<file path="src/rtl/rx8b10b_pkg.sv">
// Shared definitions for the 8b/10b receive path.
//
// Contents:
//   SYM_W, PHASE_W, CNT_W - widths of symbols, phase counter and comma counters
//   PHASE_MAX             - last phase value before wrapping to 0
//   COMMA_NEG / COMMA_POS - K28.5 in window bit order (bit0 = first bit 'a')
//   align_state_t         - comma aligner state encoding
//   next_phase()          - modulo-10 phase increment
package rx8b10b_pkg;

    localparam int SYM_W   = 10;
    localparam int PHASE_W = 4;
    localparam int CNT_W   = 4;

    localparam logic [PHASE_W-1:0] PHASE_MAX = 4'd9;

    // K28.5, running disparity negative and positive (bitwise complements).
    localparam logic [SYM_W-1:0] COMMA_NEG = 10'h17C;
    localparam logic [SYM_W-1:0] COMMA_POS = 10'h283;

    typedef enum logic [1:0] {
        HUNT    = 2'd0,
        ACQUIRE = 2'd1,
        LOCKED  = 2'd2
    } align_state_t;

    // Phase counts 0..PHASE_MAX and wraps to 0.
    function automatic logic [PHASE_W-1:0] next_phase(input logic [PHASE_W-1:0] p);
        return (p == PHASE_MAX) ? '0 : p + 4'd1;
    endfunction

endpackage

</file>
<file path="src/rtl/comma_match.sv">
// Combinational K28.5 detector for the 10-bit deserializer window.
//
// Ports:
//   window - current shift-register contents (bit0 = oldest bit)
//   match  - high when window equals either disparity of the comma
module comma_match
    import rx8b10b_pkg::*;
#(
    parameter logic [SYM_W-1:0] NEG_WORD = COMMA_NEG,
    parameter logic [SYM_W-1:0] POS_WORD = COMMA_POS
) (
    input  logic [SYM_W-1:0] window,
    output logic             match
);

    localparam int N_PAT = 2;
    localparam logic [N_PAT-1:0][SYM_W-1:0] PATTERNS = {POS_WORD, NEG_WORD};

    logic [N_PAT-1:0] hit;

    for (genvar gi = 0; gi < N_PAT; gi++) begin : g_pattern
        assign hit[gi] = (window == PATTERNS[gi]);
    end

    assign match = |hit;

endmodule

</file>
<file path="src/rtl/comma_aligner.sv">
// K28.5 comma aligner: watches the sliding 10-bit deserializer window,
// establishes the symbol boundary, acquires/maintains lock and emits one
// aligned symbol with a valid strobe every 10 clocks.
//
// Ports:
//   clk          - system clock, one serial bit per cycle
//   reset        - asynchronous active-high reset, clears all state
//   align_en     - alignment enable; low forces HUNT
//   sipo_data    - shift-register window, new value every clock
//   symbol_out   - aligned symbol (registered)
//   symbol_valid - one-cycle strobe qualifying symbol_out
//   locked       - high while in LOCKED
//   comma_det    - one-cycle pulse: comma in window this cycle (any phase/state)
//   align_err    - one-cycle pulse: misaligned comma while LOCKED
module comma_aligner
    import rx8b10b_pkg::SYM_W, rx8b10b_pkg::PHASE_W, rx8b10b_pkg::CNT_W,
           rx8b10b_pkg::align_state_t, rx8b10b_pkg::HUNT, rx8b10b_pkg::ACQUIRE,
           rx8b10b_pkg::LOCKED, rx8b10b_pkg::next_phase;
#(
    parameter logic [SYM_W-1:0] COMMA_NEG     = rx8b10b_pkg::COMMA_NEG,
    parameter logic [SYM_W-1:0] COMMA_POS     = rx8b10b_pkg::COMMA_POS,
    parameter int unsigned      LOCK_COMMAS   = 3,
    parameter int unsigned      UNLOCK_COMMAS = 2
) (
    input  logic             clk,
    input  logic             reset,
    input  logic             align_en,
    input  logic [SYM_W-1:0] sipo_data,
    output logic [SYM_W-1:0] symbol_out,
    output logic             symbol_valid,
    output logic             locked,
    output logic             comma_det,
    output logic             align_err
);

    localparam logic [CNT_W-1:0] LOCK_LIM   = CNT_W'(LOCK_COMMAS);
    localparam logic [CNT_W-1:0] UNLOCK_LIM = CNT_W'(UNLOCK_COMMAS);
    localparam bit               LOCK_ON_FIRST = (LOCK_COMMAS <= 1);

    align_state_t       state_reg;
    logic [PHASE_W-1:0] phase_reg;
    logic [CNT_W-1:0]   good_cnt_reg;
    logic [CNT_W-1:0]   bad_cnt_reg;

    logic               match;
    logic               at_boundary;
    logic               restart;
    logic [CNT_W-1:0]   good_cnt_next;
    logic [CNT_W-1:0]   bad_cnt_next;

    comma_match #(
        .NEG_WORD (COMMA_NEG),
        .POS_WORD (COMMA_POS)
    ) u_comma_match (
        .window (sipo_data),
        .match  (match)
    );

    always_comb begin
        // phase_reg==0 means 10 clocks have passed since the last symbol.
        at_boundary   = (phase_reg == '0);

        // Saturating increments of the comma counters.
        good_cnt_next = (good_cnt_reg >= LOCK_LIM)   ? good_cnt_reg : good_cnt_reg + 4'd1;
        bad_cnt_next  = (bad_cnt_reg  >= UNLOCK_LIM) ? bad_cnt_reg  : bad_cnt_reg  + 4'd1;

        // A comma that (re)defines the symbol boundary: any comma in HUNT,
        // an off-boundary comma in ACQUIRE, or the off-boundary comma that
        // exhausts the LOCKED tolerance. The unlocking comma is taken as the
        // new alignment straight away, so HUNT is passed through within the
        // same edge and that comma is emitted as the first symbol.
        restart = 1'b0;
        if (match) begin
            unique case (state_reg)
                HUNT:    restart = 1'b1;
                ACQUIRE: restart = !at_boundary;
                LOCKED:  restart = !at_boundary && (bad_cnt_next >= UNLOCK_LIM);
                default: restart = 1'b1;
            endcase
        end
    end

    always_ff @(posedge clk or posedge reset) begin
        if (reset) begin
            state_reg    <= HUNT;
            phase_reg    <= '0;
            good_cnt_reg <= '0;
            bad_cnt_reg  <= '0;
            symbol_out   <= '0;
            symbol_valid <= 1'b0;
            locked       <= 1'b0;
            comma_det    <= 1'b0;
            align_err    <= 1'b0;
        end else begin
            // Detection is reported regardless of state or enable.
            comma_det    <= match;
            symbol_valid <= 1'b0;
            align_err    <= 1'b0;

            if (!align_en) begin
                // Disable wins over any comma seen on this edge.
                state_reg    <= HUNT;
                locked       <= 1'b0;
                phase_reg    <= '0;
                good_cnt_reg <= '0;
                bad_cnt_reg  <= '0;
            end else if (restart) begin
                phase_reg    <= 4'd1;
                good_cnt_reg <= 4'd1;
                bad_cnt_reg  <= '0;
                symbol_out   <= sipo_data;
                symbol_valid <= 1'b1;
                align_err    <= (state_reg == LOCKED);
                if (LOCK_ON_FIRST) begin
                    state_reg <= LOCKED;
                    locked    <= 1'b1;
                end else begin
                    state_reg <= ACQUIRE;
                    locked    <= 1'b0;
                end
            end else begin
                unique case (state_reg)
                    ACQUIRE: begin
                        phase_reg <= next_phase(phase_reg);
                        if (at_boundary) begin
                            symbol_out   <= sipo_data;
                            symbol_valid <= 1'b1;
                        end
                        // Off-boundary commas restart, so any match here is aligned.
                        if (match) begin
                            good_cnt_reg <= good_cnt_next;
                            if (good_cnt_next >= LOCK_LIM) begin
                                state_reg <= LOCKED;
                                locked    <= 1'b1;
                            end
                        end
                    end
                    LOCKED: begin
                        // Output phase is held through tolerated misaligned commas.
                        phase_reg <= next_phase(phase_reg);
                        if (at_boundary) begin
                            symbol_out   <= sipo_data;
                            symbol_valid <= 1'b1;
                        end
                        if (match) begin
                            if (at_boundary) begin
                                bad_cnt_reg <= '0;
                            end else begin
                                align_err   <= 1'b1;
                                bad_cnt_reg <= bad_cnt_next;
                            end
                        end
                    end
                    default: begin
                        // HUNT without a comma, or an unused encoding.
                        state_reg <= HUNT;
                        locked    <= 1'b0;
                        phase_reg <= '0;
                    end
                endcase
            end
        end
    end

endmodule

</file>
<file path="config.mk">
export PLATFORM = sky130hd
export DESIGN_NAME = comma_aligner
export DESIGN_NICKNAME = d
export VERILOG_FILES = /design/src/rtl/rx8b10b_pkg.sv /design/src/rtl/comma_match.sv /design/src/rtl/comma_aligner.sv
export SDC_FILE = /design/constraint.sdc
export NUM_CORES = 1
export LEC_CHECK = 0
export ABC_AREA = 1
export ABC_CLOCK_PERIOD_IN_PS = 1910
export CAP_MARGIN = 10
export CORE_MARGIN = 5
export CORE_UTILIZATION = 51
export CTS_BUF_LIST = sky130_fd_sc_hd__clkbuf_8 sky130_fd_sc_hd__clkbuf_16
export DETAILED_ROUTE_END_ITERATION = 16
export GPL_ROUTABILITY_DRIVEN = 0
export PLACE_DENSITY = 0.85
export SLEW_MARGIN = 20
export SYNTH_ARGS = -nofsm -noshare
export SYNTH_HDL_FRONTEND = slang
export SYNTH_SLANG_ARGS = --single-unit
</file>
<file path="constraint.sdc">
create_clock -name clk -period 1.91 [get_ports clk]
set_input_delay 0.573 -clock clk [delete_from_list [all_inputs] [get_ports clk]]
set_output_delay 0.573 -clock clk [all_outputs]
set_load 0.02 [all_outputs]
</file>
* After elaboration in Yosys (flattened, before gate mapping)
Index checks and enable logic that the tools add are counted.
** Operators by class
- Multipliers :: 0
- Multiplexer cells :: 39
- Div/mod/pow operators :: 0
- Order comparisons :: 4
- Shift operators :: 0
- Add/sub/neg operators :: 3
- Bitwise gates (word level) :: 0
- Eq/ne operators :: 11
- Reductions and logical operators :: 11
** Operators with widths (count)
- $mux W4 :: 15
- $mux W10 :: 3
- $ge A4 B2 Y1 const B :: 4
- $mux W1 :: 14
- $add A4 B1 Y4 const B :: 3
- $eq A10 B10 Y1 const B :: 1
- $eq A10 B9 Y1 const B :: 1
- $ne A3 B1 Y1 const B :: 3
- $mux W2 :: 4
- $ne A4 B4 Y1 const B :: 2
- $reduce_and A3 Y1 :: 2
- $eq A4 B4 Y1 const B :: 1
- $logic_not A4 Y1 :: 1
- $pmux W1 S2 :: 2
- $pmux W2 S2 :: 1
- $reduce_and A2 Y1 :: 2
- $reduce_bool A2 Y1 :: 2
- $reduce_or A2 Y1 :: 2
- $ne A3 B3 Y1 const B :: 1
- $eq A2 B1 Y1 const B :: 1
- $eq A2 B2 Y1 const B :: 1
- $logic_and A1 B1 Y1 :: 1
- $logic_not A1 Y1 :: 1
** Word-level totals
- Bits in latches :: 0
- Word-level logic and storage cells :: 77
- Output and inout bits :: 14
- Register bits after elaboration :: 28
- RAM bits :: 0
- ROM bits :: 0
- Bits of input ports :: 13
- Memories :: 0

* Logic depth before layout (Yosys ltp)
- Depth after elaboration :: 8
- Mapped depth :: 11
- Depth with buffers taken out :: 11

* Hierarchy
A second synthesis with hierarchy kept.
** Second synthesis, totals
- Cells, all modules :: 187
- Area total of the unflattened synthesis :: 1604.0 um^2
** Modules (own cells, without submodules)
- comma_aligner :: instances 1, cells each 164, sequential area each 675.6 um^2, area each 1512.7 um^2
- comma_match :: instances 1, cells each 23, sequential area each 0.0 um^2, area each 91.3 um^2

* Worst setup path after synthesis
Ideal clock, no wire load.
- Path type :: reg2reg
- Start :: reg bad_cnt_reg[0]
- End :: reg symbol_out[8]
- Path buffers :: 1
- Setup time :: 0.118 ns
- Required time :: 1.792 ns
- Path slack :: 0.315 ns
- Cell stages (with the launch flop) :: 12
- Clock period less this slack :: 1.595 ns
- Data arrival time :: 1.477 ns
- Cell sequence :: dfrtp_1 -> inv_1 -> ha_1 -> o211ai_1 -> nand3_1 -> nand3_2 -> nand2_2 -> nand2_2 -> nand2_2 -> buf_6 -> nand2_1 -> o21ai_2
** On the way
- Longest elaborated chain between the ends :: 8
- Elaborated cells on any way between the ends :: 11
- Classes of those cells :: add/sub (1); order compare (2); mux (4); reduce/logical (4)
** Ends and longest elaborated chain
- start: declaration :: RTL line comma_aligner.sv:43 : logic [CNT_W-1:0] bad_cnt_reg;
- start signal: assignment :: RTL line comma_aligner.sv:150 : bad_cnt_reg <= bad_cnt_next;
- $add A4 B1 Y4 / $ge A4 B2 Y1 (equally long branches) :: RTL line comma_aligner.sv:65 : bad_cnt_next = (bad_cnt_reg >= UNLOCK_LIM) ? bad_cnt_reg : bad_cnt_reg + 4'd1;
- $mux W4 (*) :: RTL line comma_aligner.sv:65
- $ge A4 B2 Y1 (*) :: RTL line comma_aligner.sv:77 : LOCKED: restart = !at_boundary && (bad_cnt_next >= UNLOCK_LIM);
- $logic_and A1 B1 Y1 (*) :: RTL line comma_aligner.sv:77
- $pmux W1 S2 (*) :: RTL line comma_aligner.sv:74 : unique case (state_reg)
- $mux W1 (*) :: RTL line comma_aligner.sv:73 : if (match) begin
- $reduce_bool A2 Y1 (no source line)
- $reduce_and A3 Y1 (no source line)
- end signal: assignment :: RTL line comma_aligner.sv:111 : symbol_out <= sipo_data;
- end signal: assignment :: RTL line comma_aligner.sv:126 : symbol_out <= sipo_data;
- end signal: assignment :: RTL line comma_aligner.sv:142 : symbol_out <= sipo_data;
- end: declaration :: RTL line comma_aligner.sv:29 : output logic [SYM_W-1:0] symbol_out,
Mark *: on every way between the ends. The rest lies on a longest branch, timed or not.
A chain may end at the register's enable or synchronous reset.

* Worst setup path in the final report
- Start :: reg bad_cnt_reg[0]
- End :: reg symbol_out[0]
Same word-level chain as after synthesis.

==> results.json <==
{
  "initial_utilization_pct": 52.1,
  "dieWidth_microns": 65.2,
  "fmax_mhz": 533,
  "worstMarginPinSlew_ps": 335,
  "cpMostUsedCell": "nand2_2",
  "layout_min_cycle_time_ps": 1880,
  "final_layout_size_suffix_gt1_share_pct": 22.4,
  "crit_path_end_kind": "register",
  "hold_buffers": 0,
  "worst-setup-path-type": "register to register",
  "path_clk_slew_ps": 90,
  "numClockSinks": 27,
  "cp_data_required_time_ps": 2070,
  "grt_pass1_wl_microns": 6040,
  "setup_viol": 0,
  "synth_nets": 221,
  "clk_path_buf_depth": 2,
  "via_per_inst": 5.00,
  "finalCritPeriodShare_pct": 98.2,
  "path_buf_inv": 2,
  "dp_cells": 276,
  "crit_path_start_kind": "register",
  "antenna_found_initial": 0,
  "cts_buffers": 3,
  "n_antenna_cell": 0,
  "nNetsFinal": 272,
  "synth_edf_count": 0,
  "relSlewSlack_pct": 77.6,
  "netlist_top_cells_area": "dfrtp_1, nand2_1, inv_1",
  "dr.first_iter.drc_count": 91,
  "critPathMaxFanout": 5,
  "remaining_drc_errors": 0,
  "synth.ff_latch_count": 27,
  "htreeDepth": 1,
  "skew_ps": 3.58,
  "synth_top_area_share_pct": 43.5,
  "synthCells": 200,
  "synth_area_sq_um": 1550,
  "layout_commonest_cell": "nand2_1",
  "crit_family": "simple AND/OR/NAND/NOR gates",
  "ant_nets": 0,
  "fin_cells": 283,
  "outcome": "completed",
  "totalWireLength_microns": 3810,
  "slowest_delay_ps": 420,
  "die-area_sq_um": 4250,
  "area_growth_pct": 39.4,
  "power.leakage_nw": 1.17,
  "yosysTopAreaCell": "dfrtp_1",
  "wl_per_cell_microns": 13.4,
  "largest_reg_flops": 10,
  "ys_types": 24,
  "powerDensity_nw_per_um2": 529,
  "clockRootBuffer": "clkbuf_8",
  "synth_ff_type": "dfrtp_1",
  "yosysWarnings": 0,
  "largest-register": "symbol_out",
  "ir_worst_vdd_mv": 0.335,
  "crit_arrival_ps": 2040,
  "vias": 1415,
  "fp-row-count": 20,
  "worstPathCellList": "inv_2 > ha_4 > o211ai_1 > nand3_1 > nand3_2 > nand2_2 > nand2_2 > nand2_4 > clkbuf_16 > nand2_1 > o21ai_2",
  "io_pins": 27,
  "async_flop_share_pct": 100,
  "dp_hpwl_microns": 2600,
  "die_y_microns": 65.2,
  "gr-total-overflow": 0,
  "crit_slowest_cell": "dfrtp_1",
  "core_area_sq_um": 2980,
  "grt_pass1_vias": 1390,
  "min_path_type": "register to register",
  "drtPass1Iterations": 4,
  "power_mw": 1.14,
  "portBuffers": 26,
  "slew_viol_final": 0,
  "grt_usage_pct": 17.9,
  "cts_tree": "yes",
  "insertion_delay_ps": 270,
  "hold_viol_final": 0,
  "syn_avg_cell_area_sq_um": 7.76,
  "synth_seq_area_share_pct": 43.5,
  "cap_violations": 0,
  "grt_max_degree": 28,
  "final_cell_mix": "nand2_1, inv_1, dfrtp_1, buf_4, clkdlybuf4s50_1"
}
==> logic make-up after synthesis <==
kind of cell	share of synthesized area (%)
flops	43.5
compound gates	8.23
buf+inv	10.2
fa+ha+maj	6.45
xor+xnor	1.13
simple gates	30.5
==> synthesized netlist by cell type (5+ instances only) <==
library cell	count
inv_2	5
nand4_1	5
nor3_1	6
nand2_2	5
o21ai_1	6
dfrtp_1	27
nand2_1	56
o21ai_2	8
nand3_1	11
ha_1	8
nor2_1	17
inv_1	30
==> worst min-delay path, cell delays in order (launching register included) <==
cell,delay [ps]
dfrtp_1,360
nand2_1,60
o21ai_2,50
==> worst paths after layout <==
path	slack, ps	to	cells after the start	start
max	30	symbol_out[0]	11	bad_cnt_reg[0]
min	490	symbol_out[5]	2	symbol_out[5]
min in group asynchronous	650	symbol_valid	3	reset
min reg2reg	490	symbol_out[5]	2	symbol_out[5]
max in group asynchronous	1010	symbol_out[5]	3	reset
max reg2reg	30	symbol_out[0]	11	bad_cnt_reg[0]
==> what timing repair did <==
| item | in CTS | in global routing |
|---|---|---|
| setup buffers | 0 | 1 |
| gates resized for setup | 0 | 18 |
| setup endpoints to repair | 0 | 24 |
| hold endpoints to repair | 0 | 0 |
==> routing by layer <==
metal  track usage, %  vias up  part of all wire (%)
met1             23.2      654                    44
met5                0        -                     0
met3             2.05        9                   2.6
li1                 -      725                     -
met2             30.8       27                    52
met4             6.74        0                   2.2
==> cell type report <==
type	instances	area [sq um]
Clock buffer	3	41.3
Multi-Input combinational cell	135	771
Sequential cell	27	676
Inverter	35	131
Timing Repair Buffer	49	498
Fill cell	222	816
Clock inverter	1	3.75
Tap cell	33	41.3
==> where the power goes <==
part	switching (mW)	total (mW)	internal (mW)	leakage (nW)
Combinational	0.115	0.220	0.105	0.774
Clock	0.168	0.312	0.144	0.0269
Sequential	0.0162	0.610	0.594	0.365
==> metrics by stage <==
stage | setup WS (ps) | setup TNS, ps | cell area (sq um) | hold WS, ps | utilization (%)
after CTS | 40.8 | 0 | 2030 | 495 | 68.3
after global routing | -102 | -877 | 2160 | 535 | 72.6
after global placement | -250 | -4490 | 1990 | 467 | 66.8
final | 34.3 | 0 | 2160 | 494 | 72.6
after detailed placement | -247 | -4630 | 1990 | 471 | 66.8
after floorplan | 315 | 0 | 1550 | 472 | -
(Power assumes the default switching activity.)
